### config.mk
export PLATFORM = sky130hd
export DESIGN_NAME = config_preset_loader_flat
export DESIGN_NICKNAME = d
export VERILOG_FILES = /design/src/rtl/config_preset_loader_pkg.sv /design/src/rtl/config_preset_loader_if.sv /design/src/rtl/config_preset_loader_preset_rom.sv /design/src/rtl/config_preset_loader.sv /design/src/flat_wrapper.sv
export SDC_FILE = /design/constraint.sdc
export NUM_CORES = 1
export LEC_CHECK = 0
export ABC_AREA = 1
export BUFFER_PORTS_ARGS = -buffer_cell sky130_fd_sc_hd__buf_2
export CAP_MARGIN = 20
export CORE_MARGIN = 5
export CORE_UTILIZATION = 49
export DETAILED_ROUTE_END_ITERATION = 8
export PLACE_DENSITY = 0.83
export SLEW_MARGIN = 5
export SYNTH_ARGS = -nofsm -noshare
export SYNTH_HDL_FRONTEND = slang
export SYNTH_HIERARCHICAL = 1
export SYNTH_SLANG_ARGS = --single-unit
### constraint.sdc
create_clock -name clk -period 2.9 [get_ports clk]
set_input_delay 0.435 -clock clk [delete_from_list [all_inputs] [get_ports clk]]
set_output_delay 0.435 -clock clk [all_outputs]
set_load 0.01 [all_outputs]
### src/rtl/config_preset_loader_pkg.sv
// Shared ZXUNO configuration constants: register addresses, preset table and
// readback compare masks used by the preset loader.
package config_preset_loader_pkg;

  localparam logic [7:0] ADDR_MASTERCONF = 8'h00;
  localparam logic [7:0] ADDR_MASTERMAPPER = 8'h01;
  localparam logic [7:0] ADDR_DEVOPTIONS = 8'h0E;
  localparam logic [7:0] ADDR_DEVOPTS2 = 8'h0F;

  // Bits outside these masks are forced by core features and may read back differently.
  localparam logic [7:0] MASK_DEVOPTIONS = 8'h3D;
  localparam logic [7:0] MASK_DEVOPTS2 = 8'hF0;

  typedef enum logic [1:0] {
    PRESET_48K      = 2'd0,
    PRESET_128K     = 2'd1,
    PRESET_PLUS2A   = 2'd2,
    PRESET_48K_NOAY = 2'd3
  } preset_e;

  typedef enum logic [2:0] {
    ST_IDLE = 3'd0,
    ST_WR   = 3'd1,
    ST_RD   = 3'd2,
    ST_NEXT = 3'd3,
    ST_DONE = 3'd4
  } state_e;

  typedef struct packed {
    logic [7:0] devoptions;
    logic [7:0] devopts2;
  } preset_t;

  function automatic preset_t preset_lookup(input logic [1:0] sel);
    preset_t row;
    case (preset_e'(sel))
      PRESET_48K:      row = '{devoptions: 8'h3C, devopts2: 8'h06};
      PRESET_128K:     row = '{devoptions: 8'h28, devopts2: 8'h00};
      PRESET_PLUS2A:   row = '{devoptions: 8'h00, devopts2: 8'h00};
      PRESET_48K_NOAY: row = '{devoptions: 8'h3D, devopts2: 8'h06};
      default:         row = '{devoptions: 8'h3C, devopts2: 8'h06};
    endcase
    return row;
  endfunction

endpackage

### src/rtl/config_preset_loader_if.sv
// Arbitrated ZXUNO register bus: the loader side drives address/data/strobes,
// the register file returns readback data with its output-enable.
interface config_preset_loader_if;
  logic [7:0] zxuno_addr;
  logic       zxuno_regwr;
  logic       zxuno_regrd;
  logic [7:0] zxuno_din;
  logic [7:0] rd_data;
  logic       rd_oe;

  modport master (
    output zxuno_addr, zxuno_regwr, zxuno_regrd, zxuno_din,
    input  rd_data, rd_oe
  );

  modport slave (
    input  zxuno_addr, zxuno_regwr, zxuno_regrd, zxuno_din,
    output rd_data, rd_oe
  );
endinterface

### src/rtl/config_preset_loader_preset_rom.sv
// Combinational preset table: selects the register address, value and readback
// mask for one entry of the chosen preset.
module preset_rom
  import config_preset_loader_pkg::*;
(
  input  logic [1:0] preset,
  input  logic       idx,
  output logic [7:0] addr,
  output logic [7:0] data,
  output logic [7:0] mask
);

  preset_t row_s;

  // Entry 0 is DEVOPTIONS, entry 1 is DEVOPTS2.
  always_comb begin
    row_s = preset_lookup(preset);
    if (idx == 1'b0) begin
      addr = ADDR_DEVOPTIONS;
      data = row_s.devoptions;
      mask = MASK_DEVOPTIONS;
    end else begin
      addr = ADDR_DEVOPTS2;
      data = row_s.devopts2;
      mask = MASK_DEVOPTS2;
    end
  end

endmodule

### src/rtl/config_preset_loader.sv
// Preset loader: writes and verifies a two-register preset on the ZXUNO bus,
// yielding the bus to the CPU whenever it issues an access.
module config_preset_loader
  import config_preset_loader_pkg::*;
(
  input  logic       clk,
  input  logic       rst,
  input  logic [7:0] cpu_addr,
  input  logic       cpu_regwr,
  input  logic       cpu_regrd,
  input  logic [7:0] cpu_din,
  input  logic       preset_req,
  input  logic [1:0] preset_sel,
  config_preset_loader_if.master bus,
  output logic       busy,
  output logic       done,
  output logic       err,
  output logic       aborted
);

  state_e     state_q, state_d;
  logic       idx_q, idx_d;
  logic [1:0] preset_q, preset_d;
  logic       busy_q, busy_d;
  logic       done_q, done_d;
  logic       err_q, err_d;
  logic       aborted_q, aborted_d;

  logic       cpu_act_s;
  logic       abort_s;
  logic       ld_wr_s;
  logic       ld_rd_s;
  logic       mismatch_s;
  logic [7:0] rom_addr_s;
  logic [7:0] rom_data_s;
  logic [7:0] rom_mask_s;

  preset_rom u_preset_rom (
    .preset (preset_q),
    .idx    (idx_q),
    .addr   (rom_addr_s),
    .data   (rom_data_s),
    .mask   (rom_mask_s)
  );

  assign cpu_act_s  = cpu_regwr | cpu_regrd;
  assign abort_s    = busy_q & cpu_regwr &
                      ((cpu_addr == ADDR_DEVOPTIONS) | (cpu_addr == ADDR_DEVOPTS2));
  assign mismatch_s = ((bus.rd_data ^ rom_data_s) & rom_mask_s) != 8'h00;

  // Next-state and loader access decode; a CPU access always wins the cycle.
  always_comb begin
    state_d   = state_q;
    idx_d     = idx_q;
    preset_d  = preset_q;
    err_d     = err_q;
    done_d    = 1'b0;
    aborted_d = 1'b0;
    ld_wr_s   = 1'b0;
    ld_rd_s   = 1'b0;
    if (abort_s) begin
      state_d   = ST_IDLE;
      idx_d     = 1'b0;
      aborted_d = 1'b1;
    end else begin
      case (state_q)
        ST_IDLE: begin
          if (preset_req) begin
            preset_d = preset_sel;
            err_d    = 1'b0;
            idx_d    = 1'b0;
            state_d  = ST_WR;
          end else begin
            state_d = ST_IDLE;
          end
        end
        ST_WR: begin
          if (!cpu_act_s) begin
            ld_wr_s = 1'b1;
            state_d = ST_RD;
          end else begin
            state_d = ST_WR;
          end
        end
        ST_RD: begin
          if (!cpu_act_s) begin
            ld_rd_s = 1'b1;
            if (!bus.rd_oe || mismatch_s) begin
              err_d = 1'b1;
            end else begin
              err_d = err_q;
            end
            state_d = ST_NEXT;
          end else begin
            state_d = ST_RD;
          end
        end
        ST_NEXT: begin
          if (idx_q == 1'b0) begin
            idx_d   = 1'b1;
            state_d = ST_WR;
          end else begin
            done_d  = ~err_q;
            state_d = ST_DONE;
          end
        end
        ST_DONE: begin
          state_d = ST_IDLE;
        end
        default: begin
          state_d = ST_IDLE;
        end
      endcase
    end
    busy_d = (state_d == ST_WR) | (state_d == ST_RD) | (state_d == ST_NEXT);
  end

  // Bus arbiter: CPU pass-through has zero latency; otherwise the loader or idle zeros.
  always_comb begin
    bus.zxuno_addr  = 8'h00;
    bus.zxuno_din   = 8'h00;
    bus.zxuno_regwr = 1'b0;
    bus.zxuno_regrd = 1'b0;
    if (cpu_act_s) begin
      bus.zxuno_addr  = cpu_addr;
      bus.zxuno_din   = cpu_din;
      bus.zxuno_regwr = cpu_regwr;
      bus.zxuno_regrd = cpu_regrd;
    end else if (ld_wr_s && !rst) begin
      bus.zxuno_addr  = rom_addr_s;
      bus.zxuno_din   = rom_data_s;
      bus.zxuno_regwr = 1'b1;
    end else if (ld_rd_s && !rst) begin
      bus.zxuno_addr  = rom_addr_s;
      bus.zxuno_regrd = 1'b1;
    end else begin
      bus.zxuno_addr  = 8'h00;
    end
  end

  // State and status registers.
  always_ff @(posedge clk or posedge rst) begin
    if (rst) begin
      state_q   <= ST_IDLE;
      idx_q     <= 1'b0;
      preset_q  <= 2'b00;
      busy_q    <= 1'b0;
      done_q    <= 1'b0;
      err_q     <= 1'b0;
      aborted_q <= 1'b0;
    end else begin
      state_q   <= state_d;
      idx_q     <= idx_d;
      preset_q  <= preset_d;
      busy_q    <= busy_d;
      done_q    <= done_d;
      err_q     <= err_d;
      aborted_q <= aborted_d;
    end
  end

  assign busy    = busy_q;
  assign done    = done_q;
  assign err     = err_q;
  assign aborted = aborted_q;

endmodule

### src/flat_wrapper.sv
// flat-port wrapper written by rule: the top's interface ports become plain ports
module config_preset_loader_flat import config_preset_loader_pkg::*;
  (clk, rst, cpu_addr, cpu_regwr, cpu_regrd, cpu_din, preset_req, preset_sel, busy, done, err, aborted, bus_zxuno_addr, bus_zxuno_regwr, bus_zxuno_regrd, bus_zxuno_din, bus_rd_data, bus_rd_oe);
  config_preset_loader_if bus_i ();
  input  logic clk;
  input  logic rst;
  input  logic [7:0] cpu_addr;
  input  logic cpu_regwr;
  input  logic cpu_regrd;
  input  logic [7:0] cpu_din;
  input  logic preset_req;
  input  logic [1:0] preset_sel;
  output logic busy;
  output logic done;
  output logic err;
  output logic aborted;
  output wire logic [$bits(bus_i.zxuno_addr)-1:0] bus_zxuno_addr;
  output wire logic [$bits(bus_i.zxuno_regwr)-1:0] bus_zxuno_regwr;
  output wire logic [$bits(bus_i.zxuno_regrd)-1:0] bus_zxuno_regrd;
  output wire logic [$bits(bus_i.zxuno_din)-1:0] bus_zxuno_din;
  input wire logic [$bits(bus_i.rd_data)-1:0] bus_rd_data;
  input wire logic [$bits(bus_i.rd_oe)-1:0] bus_rd_oe;
  assign bus_zxuno_addr = bus_i.zxuno_addr;
  assign bus_zxuno_regwr = bus_i.zxuno_regwr;
  assign bus_zxuno_regrd = bus_i.zxuno_regrd;
  assign bus_zxuno_din = bus_i.zxuno_din;
  assign bus_i.rd_data = bus_rd_data;
  assign bus_i.rd_oe = bus_rd_oe;
  config_preset_loader u_core (.clk(clk), .rst(rst), .cpu_addr(cpu_addr), .cpu_regwr(cpu_regwr), .cpu_regrd(cpu_regrd), .cpu_din(cpu_din), .preset_req(preset_req), .preset_sel(preset_sel), .bus(bus_i), .busy(busy), .done(done), .err(err), .aborted(aborted));
endmodule
**Yosys cells after proc, flatten, opt, wreduce, memory -nomap -nowiden**

Cells that the tools add are included.

- Reduce and logical (&&, ||, !) cells: 13
- Equal/unequal tests: 15
- Bitwise gates (word level): 10
- Muxes and demuxes: 35

Operators with widths:

| kind | count |
|---|---|
| one-hot mux 16 bit (4 select lines) | 1 |
| 2-to-1 mux 8 bit | 6 |
| 2-to-1 mux 1 bit | 21 |
| equality test 8 x 4 -> 1 bit, second input constant | 2 |
| equality test 3 x 2 -> 1 bit, second input constant | 4 |
| one-hot mux 3 bit (4 select lines) | 1 |
| bitwise AND 8 bit | 1 |
| nonzero test 8 bit | 1 |
| XOR 8 bit | 1 |
| equality test 3 x 1 -> 1 bit, second input constant | 2 |
| 2-to-1 mux 3 bit | 2 |
| AND reduction 5 bit | 1 |
| equality test 2 bit, second input constant | 2 |
| 2-to-1 mux 4 bit | 1 |
| != test 2 bit, second input constant | 2 |
| OR 1 bit | 4 |
| one-hot mux 1 bit (2 select lines) | 2 |
| zero test 3 bit | 1 |
| != test 3 x 2 -> 1 bit, second input constant | 1 |
| AND reduction 3 bit | 1 |
| nonzero test 3 bit | 1 |
| bitwise AND 1 bit | 2 |
| equality test 2 x 1 -> 1 bit, second input constant | 1 |
| logical AND 1 bit | 2 |
| other kinds (8) | 10 |

- Output and inout port bits: 22
- Flip-flop bits (word level): 10
- Input bits: 32

**Longest topological paths before layout**

Gate-level depths: netlist (run 1).

- Word-level depth: 10
- Gate-level depth with buffers: 15
- Depth with buffers taken out: 15

**Modules after synthesis**

The synthesis (run 1) kept the hierarchy.

By module, submodules not included:

| module | cells each | area each (µm²) | seq. area each (µm²) | times used |
|---|---|---|---|---|
| config_preset_loader | 141 | 877.1 | 250.2 | 1 |
| preset_rom | 31 | 201.4 | 0.0 | 1 |

**Worst setup path after synthesis (run 1)**

No wires, ideal clock.

- Path type: in2out
- Start: input cpu_regrd
- End: output bus_zxuno_din[0]
- Required time: 2465 ps
- Stages on the path: 5
- Data arrival time: 1316 ps
- Setup slack: 1149 ps
- Cells stage by stage: inv_1 -> nand2_2 -> nor4_4 -> nand2_4 -> o21ai_0

- Longest elaborated chain between the ends: 7

Ends and longest elaborated chain:

| element | line | source |
|---|---|---|
| from (decl) | flat_wrapper.sv:9 | `input logic cpu_regrd;` |
| OR 1 bit (*) | config_preset_loader.sv:46 | `assign cpu_act_s = cpu_regwr \| cpu_regrd;` |
| 2-to-1 mux 1 bit | config_preset_loader.sv:78 | `if (!cpu_act_s) begin` |
| 2-to-1 mux 1 bit | config_preset_loader.sv:66 | `case (state_q)` |
| 2-to-1 mux 1 bit | config_preset_loader.sv:61 | `if (abort_s) begin` |
| logical AND 1 bit | config_preset_loader.sv:129 | `end else if (ld_wr_s && !rst) begin` |
| 2-to-1 mux 8 bit | config_preset_loader.sv:129 |  |
| 2-to-1 mux 8 bit (*) | config_preset_loader.sv:124 | `if (cpu_act_s) begin` |
| to (decl) | flat_wrapper.sv:20 | `output wire logic [$bits(bus_i.zxuno_din)-1:0] bus_zxuno_din;` |

Every way passes the cells marked *; elsewhere a longest branch is shown, timed or not.

**Worst setup path in the final report (run 1)**

- Start: input cpu_regrd
- End: output bus_zxuno_addr[0]

- Longest elaborated chain between the ends: 8
- Elaborated cells on any way between the ends: 11

Ends and longest elaborated chain:

| element | line | source |
|---|---|---|
| OR 1 bit (*) | config_preset_loader.sv:46 |  |
| 2-to-1 mux 1 bit | config_preset_loader.sv:78, config_preset_loader.sv:86 |  |
| 2-to-1 mux 1 bit | config_preset_loader.sv:66 |  |
| 2-to-1 mux 1 bit | config_preset_loader.sv:61 |  |
| logical AND 1 bit | config_preset_loader.sv:133 | `end else if (ld_rd_s && !rst) begin` |
| 2-to-1 mux 4 bit | config_preset_loader.sv:133 |  |
| 2-to-1 mux 8 bit | config_preset_loader.sv:129 |  |
| 2-to-1 mux 8 bit (*) | config_preset_loader.sv:124 |  |
| to (decl) | flat_wrapper.sv:17 | `output wire logic [$bits(bus_i.zxuno_addr)-1:0] bus_zxuno_addr;` |

Marks and branches as above.

==> results of run 1 <==
stage by stage:
| step | instance area, um2 | util [%] | total power [mW] |
|---|---|---|---|
| floorplan | 1120 | - | 0.654 |
| global placement | 1270 | 59.2 | 0.707 |
| detailed placement | 1270 | 59.2 | 0.715 |
| CTS | 1310 | 60.9 | 0.844 |
| global route | 1310 | 60.9 | 0.937 |
| finish | 1310 | 60.9 | 0.840 |
routing by layer:
metal / part of all wire (%) / GRT usage (%) / wire length [um]
met1: 44 / 19.1 / 1110
met2: 49 / 27.6 / 1230
met3: 6.8 / 2.99 / 172
met4: 0.59 / 5.63 / 15
met5: 0 / 0 / 0
cell type report:
type                    count  area share (%)
clock buffers               4            2.77
well taps                  28            2.68
flip-flops and latches     10            19.1
inverters                  29            8.32
multi-input cells         123            46.8
repair buffers             53            20.3
cells in the final DEF (no fill, tap or decap):
master	n
a21oi_1	2
a32o_1	5
buf_2	53
clkbuf_4	3
clkbuf_8	1
clkinv_1	1
conb_1	12
dfrtp_1	10
ha_1	2
inv_1	26
inv_2	2
nand2_1	45
nand2_2	1
nand2_4	2
nand3_1	24
nand4_1	2
nor2_1	9
nor3_1	3
nor4_4	1
o21ai_0	8
o21ai_1	1
o22ai_1	1
or2_1	1
or2_2	4
worst paths after layout:
kind,start,endpoint,cells after the start
worst max-delay path,cpu_regrd,bus_zxuno_addr[0],9
worst min-delay path,rst,u_core/preset_q[0],2
worst max register to register,u_core/preset_q[0],u_core/err,13
worst min register to register,u_core/err,u_core/done,1
max in group asynchronous,rst,u_core/state_q[0],2
min in group clk,preset_sel[1],u_core/preset_q[1],3
flip-flops by register name, summed over array words and instances (netlist names):
register	flops
u_core/err	1
u_core/done	1
u_core/idx_q	1
u_core/preset_q	2
u_core/busy	1
u_core/state_q	3
u_core/aborted	1
cell usage after synthesis:
cell type	number	area share [%]
nand2_4	2	2.1
nor3_1	3	1.4
or2_1	1	0.58
clkbuf_1	1	0.35
buf_2	1	0.46
conb_1	2	0.70
or2_2	4	2.3
nand2_1	45	16
o21ai_1	1	0.46
nand2_2	1	0.58
o21ai_0	8	3.7
nand4_1	2	1.2
dfrtp_1	10	23
ha_1	2	2.3
nor4_4	1	2.0
o22ai_1	1	0.58
buf_4	18	13
a21oi_1	2	0.93
a32o_1	5	4.6
nand3_1	24	11
nor2_1	9	3.1
inv_1	26	9.0
inv_2	2	0.70
clkinv_1	1	0.35
kinds of logic (layout without fill, tap and decap cells):
kind of cell               after synthesis  after routing  synth area share [%]
adders and majority gates                2              2                  2.32
AOI/OAI and AO/OA                       17             17                  10.3
other                                    2             12                 0.696
buffers and inverters                   49             86                  23.4
DFF                                     10             10                  23.2
and+or+nand+nor                         92             92                  40.0
power groups by stage:
stage | combinational [mW] | sequential, mW | clock (mW)
final | 0.473 | 0.242 | 0.125
after global routing | 0.548 | 0.252 | 0.137
after CTS | 0.471 | 0.243 | 0.130
after detailed placement | 0.469 | 0.246 | 0
after global placement | 0.463 | 0.243 | 0
after floorplan | 0.414 | 0.240 | 0
critical path: stages:
cell and delay [ps]:
buf_2 100, inv_1 70, nand2_2 210, nor4_4 430, nand2_4 130, nand2_4 130, nand3_1 80, nand2_1 70
buf_2 120
==> flow_summary.toml, run 1 <==
[placed_design]
io_buffers = 53
dpl_worst_slack_ps = 671
hpwl_um = 2100
place.gp.congestion = 0.814
dp.cells = 243

[global_routing]
grt_max_degree = 18
grt_overflow = 0
antenna_found_initial = 0
grt_pass1_wl_um = 4230
grtUsageTotal_pct = 15.8
grt_pass1_vias = 1085

[synth]
synth_cell_type_count = 24
synth_area_per_cell_um2 = 6.27
ys_seq_elements = 10
netlist_area_um2 = 1080
yosysWarnings = 6
synthCells = 172
synth-seq-area-share_pct = 23.2

[power_and_ir_drop]
p_int_mw = 0.453
power.switching_mw = 0.388
seq_power_share_pct = 28.8
power_density_nw_per_um2 = 642
pwr-share-comb_pct = 56.3
p_sw_share_pct = 46.1
p_clk_share_pct = 14.9
leakage_nw = 0.819
ir_drop_mv = 0.443

[status]
status = "completed"

[clock_network]
numCtsBuffers = 3
clock_latency_ps = 270
cts_sinks = 10
postCtsSetupBuffers = 0
ctsResizeCount = 0
root_buffer = "clkbuf_4"
h-tree-depth = 1
clockBufferDepth = 2
cts_hold_buffers = 0
cts_tree = "yes"
path_clk_slew_ps = 70

[timing]
maxSlewHeadroom_pct = 60.0
slew_viol_final = 0
clock_skew_ps = 5.48
fin_crit_sh_pct = 76.4
setup_viol = 0
tightest_slew_ps = 596
fmax_mhz = 451
whs_ps = 155
rsz0062_at_grt = "false"
fin_ws_ps = 685
tns_ps = 0
hold_violations = 0
fin_crit_ps = 2220

[floorplanning]
die_y_um = 56.9
row_count = 17
die_area_um2 = 3240
fp.coreArea_um2 = 2150
ioPinCount = 54
die_w_um = 56.9
initial_core_util_pct = 50.2

[detailed_routing]
wire_per_inst_um = 10.2
antenna_left = 0
drtIter0Drc = 30
wirelength_um = 2520
vias = 1150
avgViaCountPerCell = 4.66
drt_pre_antenna_iters = 4
drc = 0

[finish]
fin_nets = 254
diodes = 0
regArea_um2 = 250
fin_cells = 247
fillCellCount = 215
multiInputGateArea_um2 = 613
area_growth_pct = 21.3
drive_gt1_share_pct = 30.6

[worst_setup_path]
worstPathRequired_ps = 2470
crit_path_max_fanout = 16
endpoint_kind = "output pin"
cp-start-kind = "primary input"
rrSetupSlack_ps = 1080
crit_type = "primary input to output pin"
cp.arrival_ps = 1780

[worst_hold_path]
min_path_type = "primary input to asynchronous set/reset pin"

[flow_run]
maxCapViolations = 0
Power figures use the tool's default switching activity.
==> run 2: changes to the inputs <==
Settings changed: ABC_AREA 1 to 0, CORE_UTILIZATION 49 to 44, PLACE_DENSITY 0.83 to 0.77.
Clock period 2.9 ns to 2.1 ns, I/O delays scaled along.
==> run 2 against run 1 <==
Effect of this change:
- flip-flop and latch count unchanged
- combinational power increased by 47%
- area after synthesis fell by 8.2%
- design area shrank 3.0%
- die area increased by 1.8%
- worst setup slack got worse by 580 ps
- critical path type is now flop to output pin
- highest routed layer is now met3
==> flow_summary.toml, run 2 <==
[finish]
layout_common_cells = "53 x buf_2, 15 x a22o_1, 12 x conb_1"
drive_gt1_share_pct = 47.2
largestRegisters = "u_core/state_q (3), u_core/preset_q (2)"
final_area_um2 = 1270
fin_util_pct = 58.5
area_growth_pct = 28.3
fin_cells = 191
multiInputGateArea_um2 = 606
diodes = 0
largest_reg_flops = 3
fillCellCount = 210
top_register = "u_core/state_q"
fin_nets = 199
final_common_cell = "buf_2"
regArea_um2 = 251

[detailed_routing]
vias = 953
wirelength_um = 2370
drtIter0Drc = 26
avgViaCountPerCell = 4.99
wire_per_inst_um = 12.4
antenna_left = 0
drt_pre_antenna_iters = 4
drc = 0

[timing]
fin_ws_ps = 102
fmax_mhz = 500
slew_viol_final = 0
fin_crit_ps = 2000
fin_crit_sh_pct = 95.1
hold_violations = 0
tns_ps = 0
maxSlewHeadroom_pct = 62.8
clock_skew_ps = 1.42
whs_ps = 76.1
rsz0062_at_grt = "false"
setup_viol = 0
tightest_slew_ps = 550

[global_routing]
grtUsageTotal_pct = 14.3
grt_pass1_vias = 945
grt_pass1_wl_um = 3910
antenna_found_initial = 0
grt_max_degree = 14
grt_overflow = 0

[clock_network]
h-tree-depth = 1
root_buffer = "clkbuf_4"
cts_sinks = 10
clock_latency_ps = 260
cts_hold_buffers = 0
path_clk_slew_ps = 60
clockBufferDepth = 2
cts_tree = "yes"
numCtsBuffers = 3

[synth]
synthTopCellsByArea = "dfrtp_1 25%, buf_4 14%, a22o_1 13%"
ys.flop_type = "dfrtp_1"
ys_seq_elements = 10
synthTopCellsByCount = "18 x buf_4, 15 x a22o_1, 10 x dfrtp_1"
synth_edf_count = 0
synth_area_per_cell_um2 = 9.00
netlist.area_leader.share_pct = 25.3
synth_cell_type_count = 35
synth-seq-area-share_pct = 25.3
ys_async_sr_fraction_pct = 100
yosysWarnings = 6
yosysMostFrequentCell = "buf_4"
netlist_area_um2 = 990
yosysTopAreaCell = "dfrtp_1"
synthCells = 110

[floorplanning]
row_count = 17
fp.coreArea_um2 = 2170
die_w_um = 57.4
initial_core_util_pct = 45.6
die_y_um = 57.4
die_area_um2 = 3300
ioPinCount = 54

[placed_design]
dpl_cell_area_um2 = 1220
io_buffers = 53
hpwl_um = 1990
dpl_worst_slack_ps = 226
place.gp.congestion = 0.781
dp.cells = 185

[worst_setup_path]
crit_path_max_fanout = 7
cp-start-kind = "flop"
r2r_start = "u_core/preset_q[0]"
endpoint_kind = "output pin"
worstPathRequired_ps = 1780
crit_type = "flop to output pin"
cp.arrival_ps = 1680
crit_path_start = "u_core/state_q[0]"

[power_and_ir_drop]
leakage_nw = 0.667
ir_drop_mv = 0.372
total_power_mw = 1.18
power_density_nw_per_um2 = 929

[status]
status = "completed"

[flow_run]
maxCapViolations = 0

[worst_hold_path]
min_path_type = "primary input to asynchronous set/reset pin"
[run 2: cell count changes in the layout (fill, tap and decap cells not counted), sizes merged, moves of 5 or more]
cell,previous run,this run
nor2,9,4
nand2,48,4
a22o,0,16
a32o,5,0
o21ai,9,3
buf,53,62
nand3,24,4
xor2,0,8
inv,28,6
[run 2: power breakdown]
part,total (mW),switching (mW),internal (mW)
Clock,0.125,0.0593,0.0659
Combinational,0.694,0.353,0.340
Sequential,0.361,0.0957,0.266
[run 2: kinds of logic (layout without fill, tap and decap cells)]
| group | count (synthesis) | in the layout | share of synthesized area (%) |
|---|---|---|---|
| other | 2 | 12 | 0.759 |
| buffers and inverters | 28 | 71 | 17.6 |
| xor gates and xnor gates | 8 | 8 | 7.08 |
| muxes | 3 | 3 | 3.41 |
| DFF | 10 | 10 | 25.3 |
| adders and majority gates | 2 | 2 | 2.53 |
| AOI/OAI and AO/OA | 32 | 32 | 29.1 |
| and+or+nand+nor | 25 | 25 | 14.3 |
[run 2: cell type report]
cell class              count  area share, %
flip-flops and latches     10           19.8
multi-input cells          82           47.7
repair buffers             62           26.2
clock buffers               3           1.77
inverters                   6           1.77
well taps                  28           2.76
[run 2: worst max-delay path: stages (launching register included)]
cell	delay, ps
dfrtp_2	450
inv_2	110
nand2_2	90
a2111oi_4	470
a22o_1	180
buf_2	120
[run 2: final timing paths]
kind / slack [ps] / cells past startpoint / endpoint
max in group asynchronous: 1740 / 2 / u_core/state_q[0]
worst max register to register: 340 / 7 / u_core/err
worst min-delay path: 80 / 2 / u_core/state_q[1]
worst max-delay path: 100 / 5 / bus_zxuno_addr[1]
min in group clk: 300 / 2 / u_core/preset_q[1]
worst min register to register: 530 / 1 / u_core/done
[run 2: per-layer routing]
metal / routed length [um] / vias up / global-route usage [%]
met4: 0 / 0 / 3.97
met5: 0 / - / 0
li1: - / 481 / -
met1: 992 / 432 / 18.3
met2: 1190 / 40 / 24.8
met3: 181 / 0 / 1.81
[run 2: what timing repair did]
| action | 4_1_cts | 5_1_grt |
|---|---|---|
| buffers inserted | 1 | 2 |
| pin swaps | 1 | 2 |
| endpoints found under the setup margin | 4 | 8 |
| resized for setup | 0 | 3 |
| hold endpoints to repair | 0 | 0 |
